[src/rtl/load_store_unit_if.sv]
`default_nettype none
// ============================================================================
// Module   : load_store_unit_if
// Purpose  : Data-memory bus between the load/store unit and the memory slave.
//            Word-addressed request carrying byte enables and lane-replicated
//            write data; bus_ready completes a transfer while bus_req is high.
// Signals  : bus_req   - request, held until the transfer completes or times out
//            bus_we    - 1 = write, 0 = read
//            bus_addr  - word address (low two bits always zero)
//            bus_be    - byte enables, lane i = bits 8i+7:8i
//            bus_wdata - store data, replicated across lanes
//            bus_rdata - read data, valid while bus_ready is high
//            bus_ready - transfer completion from the slave
// Revision : 1.0 - initial release
// ============================================================================
interface load_store_unit_if;
  logic        bus_req;
  logic        bus_we;
  logic [31:0] bus_addr;
  logic [3:0]  bus_be;
  logic [31:0] bus_wdata;
  logic [31:0] bus_rdata;
  logic        bus_ready;

  modport master (
    output bus_req, bus_we, bus_addr, bus_be, bus_wdata,
    input  bus_rdata, bus_ready
  );

  modport slave (
    input  bus_req, bus_we, bus_addr, bus_be, bus_wdata,
    output bus_rdata, bus_ready
  );
endinterface
`default_nettype wire

[src/rtl/load_store_unit.sv]
`default_nettype none
// ============================================================================
// Module   : load_store_unit
// Purpose  : Byte/halfword/word loads and stores with RISC-V funct3 semantics
//            between the core datapath and the data-memory bus. Generates byte
//            enables and lane-replicated store data, sign/zero-extends loads,
//            runs a req/ready handshake with a timeout and stalls the core
//            until each access completes.
// Ports    : clk       - rising-edge clock
//            reset     - synchronous, active-low reset
//            MemRead   - load request
//            MemWrite  - store request (wins when both are set)
//            Funct3    - access size / signedness
//            Addr      - byte address
//            WrData    - store data
//            LoadData  - extended load result, held outside the DONE cycle
//            Stall     - hold PC and register writes
//            Fault     - one-cycle pulse: misaligned address or illegal funct3
//            BusErr    - one-cycle pulse: bus timeout
//            bus       - data-memory bus (master side)
// Revision : 1.0 - initial release
// ============================================================================
module load_store_unit #(
  parameter int TIMEOUT = 255
) (
  input  logic                     clk,
  input  logic                     reset,
  input  logic                     MemRead,
  input  logic                     MemWrite,
  input  logic [2:0]               Funct3,
  input  logic [31:0]              Addr,
  input  logic [31:0]              WrData,
  output logic [31:0]              LoadData,
  output logic                     Stall,
  output logic                     Fault,
  output logic                     BusErr,
  load_store_unit_if.master        bus
);

  localparam int              CW         = (TIMEOUT > 1) ? $clog2(TIMEOUT) : 1;
  localparam logic [CW-1:0]   C_TMO_LAST = CW'(TIMEOUT - 1);

  localparam logic [1:0] C_IDLE = 2'd0;
  localparam logic [1:0] C_REQ  = 2'd1;
  localparam logic [1:0] C_DONE = 2'd2;

  logic [1:0]    state_q, state_d;
  logic          we_q, we_d;
  logic [2:0]    f3_q, f3_d;
  logic [1:0]    off_q, off_d;
  logic [31:0]   addr_q, addr_d;
  logic [3:0]    be_q, be_d;
  logic [31:0]   wdata_q, wdata_d;
  logic [CW-1:0] cnt_q, cnt_d;
  logic [31:0]   load_q, load_d;
  logic          fault_q, fault_d;
  logic          buserr_q, buserr_d;

  // Request decode from the live core inputs (used only in IDLE)
  logic [3:0]  w_be;
  logic [31:0] w_wdata;
  logic        w_f3_ok;
  logic        w_align_ok;
  logic        w_legal;

  always_comb begin
    w_be    = 4'b0000;
    w_wdata = WrData;
    unique case (Funct3[1:0])
      2'b00: begin
        w_be    = 4'b0001 << Addr[1:0];
        w_wdata = {4{WrData[7:0]}};
      end
      2'b01: begin
        w_be    = Addr[1] ? 4'b1100 : 4'b0011;
        w_wdata = {2{WrData[15:0]}};
      end
      2'b10:   w_be = 4'b1111;
      default: w_be = 4'b0000;
    endcase

    if (MemWrite) w_f3_ok = (Funct3[2] == 1'b0) && (Funct3[1:0] != 2'b11);
    else          w_f3_ok = (Funct3 inside {3'b000, 3'b001, 3'b010, 3'b100, 3'b101});

    unique case (Funct3[1:0])
      2'b01:   w_align_ok = (Addr[0] == 1'b0);
      2'b10:   w_align_ok = (Addr[1:0] == 2'b00);
      default: w_align_ok = 1'b1;
    endcase
  end

  assign w_legal = w_f3_ok && w_align_ok;

  // Lane selection and extension of the returning read data
  logic [7:0]  w_byte;
  logic [15:0] w_half;
  logic [31:0] w_ext;

  always_comb begin
    w_byte = bus.bus_rdata[{off_q, 3'b000} +: 8];
    w_half = off_q[1] ? bus.bus_rdata[31:16] : bus.bus_rdata[15:0];
    unique case (f3_q)
      3'b000:  w_ext = {{24{w_byte[7]}}, w_byte};
      3'b001:  w_ext = {{16{w_half[15]}}, w_half};
      3'b100:  w_ext = {24'd0, w_byte};
      3'b101:  w_ext = {16'd0, w_half};
      default: w_ext = bus.bus_rdata;
    endcase
  end

  // State register
  always_ff @(posedge clk) begin
    if (!reset) begin
      state_q  <= C_IDLE;
      we_q     <= 1'b0;
      f3_q     <= 3'd0;
      off_q    <= 2'd0;
      addr_q   <= 32'd0;
      be_q     <= 4'd0;
      wdata_q  <= 32'd0;
      cnt_q    <= '0;
      load_q   <= 32'd0;
      fault_q  <= 1'b0;
      buserr_q <= 1'b0;
    end else begin
      state_q  <= state_d;
      we_q     <= we_d;
      f3_q     <= f3_d;
      off_q    <= off_d;
      addr_q   <= addr_d;
      be_q     <= be_d;
      wdata_q  <= wdata_d;
      cnt_q    <= cnt_d;
      load_q   <= load_d;
      fault_q  <= fault_d;
      buserr_q <= buserr_d;
    end
  end

  // Next-state logic
  always_comb begin
    state_d  = state_q;
    we_d     = we_q;
    f3_d     = f3_q;
    off_d    = off_q;
    addr_d   = addr_q;
    be_d     = be_q;
    wdata_d  = wdata_q;
    cnt_d    = cnt_q;
    load_d   = load_q;
    fault_d  = 1'b0;
    buserr_d = 1'b0;
    unique case (state_q)
      C_IDLE: begin
        if (MemRead || MemWrite) begin
          we_d    = MemWrite;
          f3_d    = Funct3;
          off_d   = Addr[1:0];
          addr_d  = {Addr[31:2], 2'b00};
          be_d    = w_be;
          wdata_d = w_wdata;
          cnt_d   = '0;
          if (w_legal) begin
            state_d = C_REQ;
          end else begin
            // Rejected without touching the bus
            state_d = C_DONE;
            fault_d = 1'b1;
            if (!MemWrite) load_d = 32'd0;
          end
        end
      end
      C_REQ: begin
        if (bus.bus_ready) begin
          state_d = C_DONE;
          if (!we_q) load_d = w_ext;
        end else if (cnt_q == C_TMO_LAST) begin
          state_d  = C_DONE;
          buserr_d = 1'b1;
          load_d   = 32'd0;
        end else begin
          cnt_d = cnt_q + 1'b1;
        end
      end
      // One cycle with Stall low lets the core retire the instruction
      // before IDLE samples the request lines again.
      C_DONE:  state_d = C_IDLE;
      default: state_d = C_IDLE;
    endcase
  end

  // Outputs
  always_comb begin
    Stall = (state_q == C_REQ) || ((state_q == C_IDLE) && (MemRead || MemWrite));
  end

  assign bus.bus_req   = (state_q == C_REQ);
  assign bus.bus_we    = we_q;
  assign bus.bus_addr  = addr_q;
  assign bus.bus_be    = be_q;
  assign bus.bus_wdata = wdata_q;
  assign LoadData      = load_q;
  assign Fault         = fault_q;
  assign BusErr        = buserr_q;

endmodule
`default_nettype wire

[src/flat_wrapper.sv]
// flat-port wrapper written by rule: the top's interface ports become plain ports
module load_store_unit_flat 
#(
  parameter int TIMEOUT = 255
)
  (clk, reset, MemRead, MemWrite, Funct3, Addr, WrData, LoadData, Stall, Fault, BusErr, bus_bus_req, bus_bus_we, bus_bus_addr, bus_bus_be, bus_bus_wdata, bus_bus_rdata, bus_bus_ready);
  load_store_unit_if bus_i ();
  input  logic clk;
  input  logic reset;
  input  logic MemRead;
  input  logic MemWrite;
  input  logic [2:0] Funct3;
  input  logic [31:0] Addr;
  input  logic [31:0] WrData;
  output logic [31:0] LoadData;
  output logic Stall;
  output logic Fault;
  output logic BusErr;
  output wire logic [$bits(bus_i.bus_req)-1:0] bus_bus_req;
  output wire logic [$bits(bus_i.bus_we)-1:0] bus_bus_we;
  output wire logic [$bits(bus_i.bus_addr)-1:0] bus_bus_addr;
  output wire logic [$bits(bus_i.bus_be)-1:0] bus_bus_be;
  output wire logic [$bits(bus_i.bus_wdata)-1:0] bus_bus_wdata;
  input wire logic [$bits(bus_i.bus_rdata)-1:0] bus_bus_rdata;
  input wire logic [$bits(bus_i.bus_ready)-1:0] bus_bus_ready;
  assign bus_bus_req = bus_i.bus_req;
  assign bus_bus_we = bus_i.bus_we;
  assign bus_bus_addr = bus_i.bus_addr;
  assign bus_bus_be = bus_i.bus_be;
  assign bus_bus_wdata = bus_i.bus_wdata;
  assign bus_i.bus_rdata = bus_bus_rdata;
  assign bus_i.bus_ready = bus_bus_ready;
  load_store_unit #(.TIMEOUT(TIMEOUT)) u_core (.clk(clk), .reset(reset), .MemRead(MemRead), .MemWrite(MemWrite), .Funct3(Funct3), .Addr(Addr), .WrData(WrData), .LoadData(LoadData), .Stall(Stall), .Fault(Fault), .BusErr(BusErr), .bus(bus_i));
endmodule
[config.mk]
export PLATFORM = sky130hd
export DESIGN_NAME = load_store_unit_flat
export DESIGN_NICKNAME = d
export VERILOG_FILES = /design/src/rtl/load_store_unit_if.sv /design/src/rtl/load_store_unit.sv /design/src/flat_wrapper.sv
export SDC_FILE = /design/constraint.sdc
export NUM_CORES = 1
export LEC_CHECK = 0
export CAP_MARGIN = 25
export CORE_MARGIN = 5
export CORE_UTILIZATION = 44
export DETAILED_ROUTE_END_ITERATION = 16
export PLACE_DENSITY = 0.84
export SLEW_MARGIN = 20
export SYNTH_ARGS = -nofsm -noshare
export SYNTH_HDL_FRONTEND = slang
export SYNTH_SLANG_ARGS = --single-unit
[constraint.sdc]
create_clock -name clk -period 2.8 [get_ports clk]
set_input_delay 0.7 -clock clk [delete_from_list [all_inputs] [get_ports clk]]
set_output_delay 0.7 -clock clk [all_outputs]
set_load 0.05 [all_outputs]
==> results.toml, run 1 <==
[grt]
grt_max_degree = 90
grt_pass1_vias = 5222
grt_pass1_wl_um = 26500
grtUsageTotal_pct = 22.6
grt_overflow = 0
grt_antenna_before_repair = 0

[yosys]
seq_area_frac_synth_pct = 42.6
async_flop_share_pct = 0
ys_warn_count = 0
synth-edff-count = 0
synth_area_per_cell_um2 = 8.12
synthCells = 671
synth_ff_type = "dfxtp_1"
ys_ff_latch = 116
ys_types = 50
syn_area_um2 = 5450

[detailed_routing]
drc = 0
vias = 5485
wl_per_cell_um = 16.0
ant_nets = 0
viasPerCell = 5.25
drt-initial-drc-count = 389
dr.pass1.iters = 5
wl_um = 16700

[sta]
timing.fmax_ghz = 0.397
period_needed_ns = 2.52
tightestPinTransition_ns = 0.843
tns_ns = 0
fin_worst_skew_ns = 0.00759
grt_setup_unrepaired = "false"
slew_violations = 0
slew_headroom_pct = 43.7
finalHoldViolations = 0
finalSetupViolCount = 0
worst_slack_ns = 0.279
fin_crit_sh_pct = 90.0

[clocking]
worstSkewPairLatency_ns = 0.42
clock-root-buffer = "clkbuf_16"
cts-htree-levels = 4
cts_buffers = 17
cts.sinks = 116
hold_buffers = 0
cts_tree = "done"
post_cts_resized = 0
postCtsSetupBuffers = 0
clk_pin_slew_ns = 0.05
clockBufferDepth = 2

[die]
start_util_pct = 45.2
die_height_um = 121
rows = 40
dieArea_um2 = 14700
core_um2 = 12100
io_pins = 209
die_width_um = 121

[finish]
design_area_um2 = 8150
drive_gt1_share_pct = 6.16
syn_to_final_growth_pct = 49.5
fin_cells = 1044
multiInputGateArea_um2 = 2790
nets = 976
n_antenna_cell = 0
fillers = 1000
register_area_um2 = 2320

[placement]
portBuffers = 206
dpl-instance-area_um2 = 7630
numPlacedInstances = 1014
place_ws_ns = -0.0949
routabilityCongestion = 0.838
dp_hpwl_um = 12100

[worst_setup_path]
worst_ep_arrival_time_ns = 1.82
cp_slowest_cell = "clkdlybuf4s50_1"
startpoint_type = "input pin"
r2r_slack_ns = 0.67
cpPeakStageDelay_ns = 0.57
cp.required_ns = 2.10
worst-path-max-fanout = 6
endpoint_kind = "output port"
worstSetupPathType = "in2out"
critical_path.cell_chain = "clkdlybuf4s50_1 > o21ai_4 > nand2_1 > buf_4"

[job]
drv_cap = 0

[hold_path]
hold_path_class = "reg2reg"

[pwr]
p_leak_uw = 0.00319
total_power_uw = 5300
vdd_drop_max_mv = 0.469
p_per_area_nw_per_um2 = 651

[outcome]
status = "finished clean"
==> critical path, delay by kind of cell <==
kind	cells	cell delay (ns)
buf+inv	2	0.77
compound gates	1	0.25
simple gates	1	0.10
==> cells in the mapped netlist (3+ instances only) <==
| library cell | instances | area (um^2) |
|---|---|---|
| or3_1 | 10 | 62.6 |
| buf_6 | 3 | 33.8 |
| o32ai_1 | 9 | 78.8 |
| buf_2 | 9 | 45.0 |
| nand2_1 | 158 | 593 |
| nor3_1 | 10 | 50.1 |
| buf_12 | 3 | 60.1 |
| nand4_1 | 3 | 18.8 |
| nand3_1 | 8 | 40.0 |
| a221oi_1 | 9 | 78.8 |
| nor2_1 | 51 | 191 |
| nor2b_1 | 10 | 62.6 |
| clkbuf_1 | 28 | 105 |
| inv_1 | 19 | 71.3 |
| xnor2_1 | 6 | 52.6 |
| o2bb2ai_1 | 7 | 61.3 |
| dfxtp_1 | 116 | 2320 |
| a211oi_1 | 14 | 105 |
| a21oi_1 | 91 | 455 |
| o21ai_0 | 13 | 65.1 |
| buf_4 | 4 | 30.0 |
| mux2i_1 | 41 | 410 |
| o211ai_1 | 8 | 60.1 |
| ha_1 | 7 | 87.6 |
| nand2b_1 | 3 | 18.8 |
==> layer usage <==
layer	GRT usage [%]	wire length [um]
met5	0	0
met4	9.66	436
met3	9.28	1620
met2	36.9	7940
met1	26.0	6720
==> where the power goes <==
group          internal, uW  switching [uW]
Clock                  1180             737
Sequential             1780            91.1
Combinational           567             941
==> worst paths after layout <==
kind | from | end | depth (start not counted)
setup / recovery | MemWrite | Stall | 4
hold / removal | u_core.bus.bus_addr[11]$_SDFFE_PN0P_ | u_core.bus.bus_addr[11]$_SDFFE_PN0P_ | 2
setup reg to reg | u_core.off_q[1]$_SDFFE_PN0P_ | u_core.LoadData[20]$_SDFFE_PN0P_ | 5
hold reg to reg | u_core.bus.bus_addr[11]$_SDFFE_PN0P_ | u_core.bus.bus_addr[11]$_SDFFE_PN0P_ | 2
==> through the flow <==
| step | util, % | hold WS, ns |
|---|---|---|
| 5_1_grt | 67.6 | 0.467 |
| 2_1_floorplan | - | 0.467 |
| 6_report | 67.6 | 0.451 |
| 3_5_place_dp | 63.3 | 0.446 |
| 3_3_place_gp | 63.3 | 0.441 |
| 4_1_cts | 67.5 | 0.453 |
==> layout make-up <==
class                   instances  share of cell area (%)
flip-flops and latches        116                    28.5
multi-input cells             488                    34.3
well taps                     168                    2.58
clock buffers                  25                    5.96
clock inverters                 5                   0.338
repair buffers                223                    27.5
inverters                      19                   0.875
==> cells by family after synthesis <==
kind of cell	Yosys count	share of synthesized area [%]
muxes	44	8.36
and+or+nand+nor	266	21.2
AOI/OAI and AO/OA	163	18.7
buffers and inverters	68	6.48
adders and majority gates	7	1.61
other	1	0.0688
DFF	116	42.6
xor gates and xnor gates	6	0.964
==> state kept, by name (all words and copies together) (netlist names) <==
name and cells:
u_core.state_q 2, u_core.bus.bus_we 1, u_core.bus.bus_be 4, u_core.cnt_q 8
u_core.Fault 1, u_core.off_q 2, u_core.LoadData 32, u_core.bus.bus_wdata 32
u_core.bus.bus_addr 30, u_core.BusErr 1, u_core.f3_q 3
==> cell usage in the layout (no fill, tap or decap), types with 4 or more instances in the layout <==
| master | netlist | final |
|---|---|---|
| nand2_1 | 158 | 158 |
| inv_1 | 19 | 18 |
| or3_1 | 10 | 10 |
| clkinv_2 | 0 | 4 |
| xnor2_1 | 6 | 6 |
| buf_12 | 3 | 4 |
| clkdlybuf4s50_1 | 0 | 204 |
| nor2_1 | 51 | 51 |
| clkbuf_16 | 0 | 17 |
| nand3_1 | 8 | 8 |
| o2bb2ai_1 | 7 | 7 |
| buf_4 | 4 | 14 |
| clkbuf_1 | 28 | 5 |
| a21oi_1 | 91 | 91 |
| dfxtp_1 | 116 | 116 |
| mux2i_1 | 41 | 41 |
| nor3_1 | 10 | 10 |
| a221oi_1 | 9 | 9 |
| o211ai_1 | 8 | 8 |
| a211oi_1 | 14 | 14 |
| o32ai_1 | 9 | 9 |
| ha_1 | 7 | 7 |
| o21ai_0 | 13 | 13 |
| nor2b_1 | 10 | 10 |
No activity file was read; power rests on OpenSTA's default activity.
==> run 2, diff against run 1 <==
--- a/config.mk
+++ b/config.mk
@@ -7,9 +7,10 @@
 export LEC_CHECK = 0
 export CAP_MARGIN = 25
 export CORE_MARGIN = 5
-export CORE_UTILIZATION = 44
+export CORE_UTILIZATION = 46
+export CTS_BUF_LIST = sky130_fd_sc_hd__clkbuf_4
 export DETAILED_ROUTE_END_ITERATION = 16
-export PLACE_DENSITY = 0.84
+export PLACE_DENSITY = 0.87
 export SLEW_MARGIN = 20
 export SYNTH_ARGS = -nofsm -noshare
 export SYNTH_HDL_FRONTEND = slang
==> run 2 against run 1 <==
Non-clock buffer count decreased by 2. Design area decreased by 4.4%. Wire length decreased by 1.5%. Flip-flop and latch count unchanged. Clock power decreased by 51%. Global-route usage increased by 0.32 points. Worst setup slack got worse by 0.055 ns. Via count decreased by 0.82%. Hold slack improved by 0.0057 ns. First-iteration DRC count decreased by 21%. Combinational power about the same. Utilization increased by 0.060 points. Largest power group is now registers.
==> results.toml, run 2 (synthesis results as in run 1) <==
[clocking]
worstSkewPairLatency_ns = 0.51
clock-root-buffer = "clkbuf_4"
cts.sinks = 116
clk_pin_slew_ns = 0.10
postCtsSetupBuffers = 0
post_cts_resized = 1
clockBufferDepth = 2
hold_buffers = 0
cts_tree = "done"
cts-htree-levels = 4
cts_buffers = 17

[sta]
period_needed_ns = 2.58
tns_ns = 0
timing.fmax_ghz = 0.388
grt_setup_unrepaired = "false"
slew_violations = 0
fin_crit_sh_pct = 92.0
slew_headroom_pct = 44.8
hold_slack_ns = 0.456
finalHoldViolations = 0
tightestPinTransition_ns = 0.822
finalSetupViolCount = 0
fin_worst_skew_ns = 0.00897

[hold_path]
hold_path_class = "reg2reg"
hp-start = "u_core.bus.bus_addr[30]$_SDFFE_PN0P_"
hold_depth = 2
min_to = "u_core.bus.bus_addr[30]$_SDFFE_PN0P_"

[detailed_routing]
dr.pass1.iters = 6
wl_per_cell_um = 16.2
viasPerCell = 5.34
vias = 5440
wl_um = 16500
drc = 0
ant_nets = 0
drt-initial-drc-count = 306

[worst_setup_path]
worst-path-max-fanout = 7
worst_ep_arrival_time_ns = 1.88
endpoint_kind = "output port"
cp.required_ns = 2.10
r2r_slack_ns = 0.65
r2r_cells = 5
worstSetupPathType = "reg2out"
rr_startpoint = "u_core.off_q[1]$_SDFFE_PN0P_"
cp_slowest_cell = "dlygate4sd2_1"
startpoint_type = "register"
cpPeakStageDelay_ns = 0.56
critical_path.cell_chain = "nand2b_1 > inv_1 > dlygate4sd2_1"
r2r_end = "u_core.LoadData[23]$_SDFFE_PN0P_"

[placement]
routabilityCongestion = 0.846
portBuffers = 206
dp_hpwl_um = 12100
dpl-instance-area_um2 = 7590
numPlacedInstances = 987

[pwr]
p_leak_uw = 0.00304
p_switching_uw = 1620
p_int_uw = 2700
switching_share_pct = 37.5
p_per_area_nw_per_um2 = 556
seqPwrFrac_pct = 43.2
vdd_drop_max_mv = 0.381
clkPwrFrac_pct = 21.9
pwr-share-comb_pct = 34.9

[grt]
grt_pass1_wl_um = 26400
grt_overflow = 0
grt_pass1_vias = 5311
grt_antenna_before_repair = 1
grtUsageTotal_pct = 22.9
grt_max_degree = 90

[finish]
drive_gt1_share_pct = 6.18
design_area_um2 = 7790
mostFrequentLayoutCell = "clkdlybuf4s50_1"
syn_to_final_growth_pct = 42.9
fin_cells = 1018
layout_common_cells = "clkdlybuf4s50_1 (204), nand2_1 (158), dfxtp_1 (116), a21oi_1 (91), nor2_1 (51)"
nets = 974

[die]
start_util_pct = 47.3
die_width_um = 119
io_pins = 209
core_um2 = 11500
dieArea_um2 = 14100
die_height_um = 119
rows = 39

[job]
drv_cap = 0

[outcome]
status = "finished clean"
[run 2: layout make-up]
class / instances / area [um^2]
clock buffers: 21 / 158
well taps: 143 / 179
clock inverters: 9 / 41.3
fillers: 941 / 3730
flip-flops and latches: 116 / 2320
multi-input cells: 488 / 2790
repair buffers: 221 / 2220
diodes: 1 / 2.50
inverters: 19 / 71.3
[run 2: critical path, delay by kind of cell (launching register included)]
kind / cells / cell delay, ns
buffers and inverters: 2 / 0.73
DFF: 1 / 0.48
and+or+nand+nor: 1 / 0.14
[run 2: how the worst max path moves through the flow]
stage / slack [ns] / endpoint / cells after the start / start
after floorplan: 0.50 / u_core.LoadData[0]$_SDFFE_PN0P_ / 10 / Funct3[1]
after global placement: 0.05 / u_core.LoadData[21]$_SDFFE_PN0P_ / 9 / Funct3[0]
after detailed placement: -0.04 / u_core.LoadData[17]$_SDFFE_PN0P_ / 9 / Funct3[0]
after CTS: 0.18 / bus_bus_req / 3 / u_core.state_q[0]$_SDFFE_PN0P_
after global routing: 0.10 / bus_bus_req / 3 / u_core.state_q[0]$_SDFFE_PN0P_
final: 0.22 / bus_bus_req / 3 / u_core.state_q[0]$_SDFFE_PN0P_
[run 2: power by group through the flow]
stage	Sequential [uW]	Combinational [uW]	Clock (uW)
2_1_floorplan	2290	579	0
3_3_place_gp	1900	1500	0
3_5_place_dp	1910	1510	0
4_1_cts	1870	1510	984
5_1_grt	1890	1610	1060
6_report	1870	1510	950
[run 2: metrics by stage]
step | total power, uW | util [%] | setup slack (ns)
floorplan | 2870 | - | 0.498
CTS | 4370 | 67.6 | 0.175
detailed placement | 3420 | 65.9 | -0.0381
global route | 4560 | 67.6 | 0.101
finish | 4330 | 67.6 | 0.223
global placement | 3400 | 65.9 | 0.0486
[run 2: per-layer routing]
metal	vias up	share of wire, %	GRT usage [%]
met2	187	48	38.1
met4	0	1.5	8.18
met3	25	8.5	9.19
met5	-	0	0
met1	2527	42	26.8
li1	2701	-	-
==> run 3, diff against run 2 <==
--- a/config.mk
+++ b/config.mk
@@ -5,12 +5,13 @@
 export SDC_FILE = /design/constraint.sdc
 export NUM_CORES = 1
 export LEC_CHECK = 0
+export ABC_AREA = 1
 export CAP_MARGIN = 25
 export CORE_MARGIN = 5
-export CORE_UTILIZATION = 46
+export CORE_UTILIZATION = 45
 export CTS_BUF_LIST = sky130_fd_sc_hd__clkbuf_4
 export DETAILED_ROUTE_END_ITERATION = 16
-export PLACE_DENSITY = 0.87
+export PLACE_DENSITY = 0.86
 export SLEW_MARGIN = 20
 export SYNTH_ARGS = -nofsm -noshare
 export SYNTH_HDL_FRONTEND = slang
==> run 3 against run 2 <==
Clock skew is 0.0021 ns higher. Via count is 10% higher. Non-clock buffer count is 4 higher. Wire length is 11% higher. Global-route usage is 2.1 points higher. Sequential power hardly changed.
==> results.toml, run 3 <==
[outcome]
status = "finished clean"

[grt]
grt_max_degree = 49
grt_overflow = 0
grt_pass1_vias = 5793
grt_pass1_wl_um = 28600
grt_antenna_before_repair = 2
grtUsageTotal_pct = 25.0

[placement]
dpl-instance-area_um2 = 7590
routabilityCongestion = 0.917
numPlacedInstances = 1057
dp_hpwl_um = 13200
portBuffers = 206

[clocking]
post_cts_resized = 0
cts_tree = "done"
cts.sinks = 116
cts-htree-levels = 4
clock-root-buffer = "clkbuf_4"
worstSkewPairLatency_ns = 0.54
cts_buffers = 17
clockBufferDepth = 2
hold_buffers = 0
clk_pin_slew_ns = 0.10
postCtsSetupBuffers = 0

[yosys]
ys_types = 39
synth_top_family_by_area = "simple AND/OR/NAND/NOR gates"
synth_compound_area_share_pct = 20.7
ys_ff_latch = 116
yosysTopAreaCell = "dfxtp_1"
synth_ff_type = "dfxtp_1"
synth_fa_ha_area_share_pct = 1.62
post_synth_main_area_contributors = "dfxtp_1 (43%), nand2_1 (10%), a21oi_1 (10%)"
synth_most_common_cell = "nand2_1"
synthSimpleGateAreaFrac_pct = 26.1
synth.top_cell.area_share_pct = 43.1
synthMuxAreaShare_pct = 0
ys_warn_count = 0
synth_area_per_cell_um2 = 7.38
synth_xor_area_share_pct = 0.325
ys_top_cells_by_count = "nand2_1 (149), dfxtp_1 (116), a21oi_1 (109)"
synthCells = 731
synth-edff-count = 0
seq_area_frac_synth_pct = 43.1
async_flop_share_pct = 0
syn_area_um2 = 5390

[sta]
fin_crit_sh_pct = 88.7
period_needed_ns = 2.48
finalHoldViolations = 0
grt_setup_unrepaired = "false"
timing.fmax_ghz = 0.403
slew_violations = 0
fin_worst_skew_ns = 0.0111
finalSetupViolCount = 0
hold_slack_ns = 0.467
slew_headroom_pct = 62.0
tightestPinTransition_ns = 0.568
tns_ns = 0

[die]
start_util_pct = 45.5
core_um2 = 11900
die_width_um = 119
die_height_um = 119
io_pins = 209
rows = 40
dieArea_um2 = 14300

[worst_setup_path]
worst_ep_arrival_time_ns = 1.78
worstSetupPathType = "reg2out"
cp.required_ns = 2.10
endpoint_kind = "output port"
path_buf_inv = 1
worst-path-max-fanout = 2
cp_slowest_cell = "clkdlybuf4s50_1"
startpoint_type = "register"
cpPeakStageDelay_ns = 0.83
critPathTopFamily = "buffers and inverters"
critical_path.cell_chain = "clkdlybuf4s50_1"

[detailed_routing]
dr.pass1.iters = 5
drt-initial-drc-count = 732
ant_nets = 0
vias = 5995
wl_per_cell_um = 16.8
viasPerCell = 5.50
drc = 0
wl_um = 18300

[pwr]
p_per_area_nw_per_um2 = 601
p_leak_uw = 0.00306
vdd_drop_max_mv = 0.489

[finish]
mostFrequentLayoutCell = "clkdlybuf4s50_1"
design_area_um2 = 7810
nets = 1040
drive_gt1_share_pct = 7.86
syn_to_final_growth_pct = 44.8
post-route-util_pct = 65.8
fin_cells = 1090
layout_common_cells = "clkdlybuf4s50_1 (203), nand2_1 (149), dfxtp_1 (116), a21oi_1 (109), o21ai_0 (69)"

[hold_path]
hold_path_class = "reg2reg"

[job]
drv_cap = 0
==> run 3: cell types whose count changed in the layout (fill, tap and decap cells not counted), moves of 8 or more <==
cell,delta
a211oi_1,-13
a32oi_1,+8
nand2_1,-9
a221oi_1,-9
a21oi_1,+18
nor2b_1,-10
inv_1,+28
o21ai_0,+56
nand4_1,+16
or3_1,-10
nand3_1,+50
mux2i_1,-41
o32ai_1,-9
==> run 3: worst paths after layout <==
check                              startpoint                               end  slack [ns]  depth (start not counted)
max          u_core.LoadData[31]$_SDFFE_PN0P_                      LoadData[31]        0.32                          1
min          u_core.LoadData[21]$_SDFFE_PN0P_  u_core.LoadData[21]$_SDFFE_PN0P_        0.47                          2
max reg2reg       u_core.f3_q[1]$_SDFFE_PN0P_  u_core.LoadData[27]$_SDFFE_PN0P_        0.81                          8
min reg2reg  u_core.LoadData[21]$_SDFFE_PN0P_  u_core.LoadData[21]$_SDFFE_PN0P_        0.47                          2
==> run 3: layout make-up <==
type	count	area, um^2
antenna	1	2.50
clock buffer	20	150
clock inverter	12	66.3
fill	958	4050
inverter	51	196
multi-input combinational	518	2640
sequential	116	2320
tap	147	184
timing repair buffer	225	2250
==> run 3: power by group <==
group	switching (uW)	leakage, uW	internal [uW]	total, uW
combinational	1190	0.00200	610	1800
sequential	94.9	0.000951	1800	1900
clock	633	0.000117	360	993
==> run 3: tightest hold or removal path, cell delays in order, from the launching register on <==
cell	delay (ns)
dfxtp_1	0.32
nand2_1	0.06
a21oi_1	0.05
==> run 3: stage by stage <==
stage	power [uW]	setup slack, ns
2_1_floorplan	3070	0.709
3_3_place_gp	3710	0.213
3_5_place_dp	3720	0.150
4_1_cts	4710	0.0191
5_1_grt	4930	0.242
6_report	4690	0.317
==> run 3: cell families (layout without fill, tap and decap cells) <==
| kind of cell | count (synthesis) | count (layout) |
|---|---|---|
| buffers and inverters | 98 | 308 |
| XOR/XNOR | 2 | 2 |
| flip-flops | 116 | 116 |
| other | 1 | 3 |
| AO/OA/AOI/OAI | 206 | 206 |
| adder cells (fa/ha/maj) | 7 | 7 |
| AND/OR/NAND/NOR | 301 | 301 |
==> run 3: per-layer routing <==
| metal | wire length, um | share of wire, % | GRT usage, % | up-vias |
|---|---|---|---|---|
| met5 | 11 | 0.060 | 0 | - |
| met3 | 2330 | 13 | 12.4 | 56 |
| met1 | 7070 | 39 | 28.9 | 2702 |
| met2 | 8250 | 45 | 39.4 | 358 |
| met4 | 647 | 3.5 | 10.2 | 2 |
| li1 | - | - | - | 2877 |
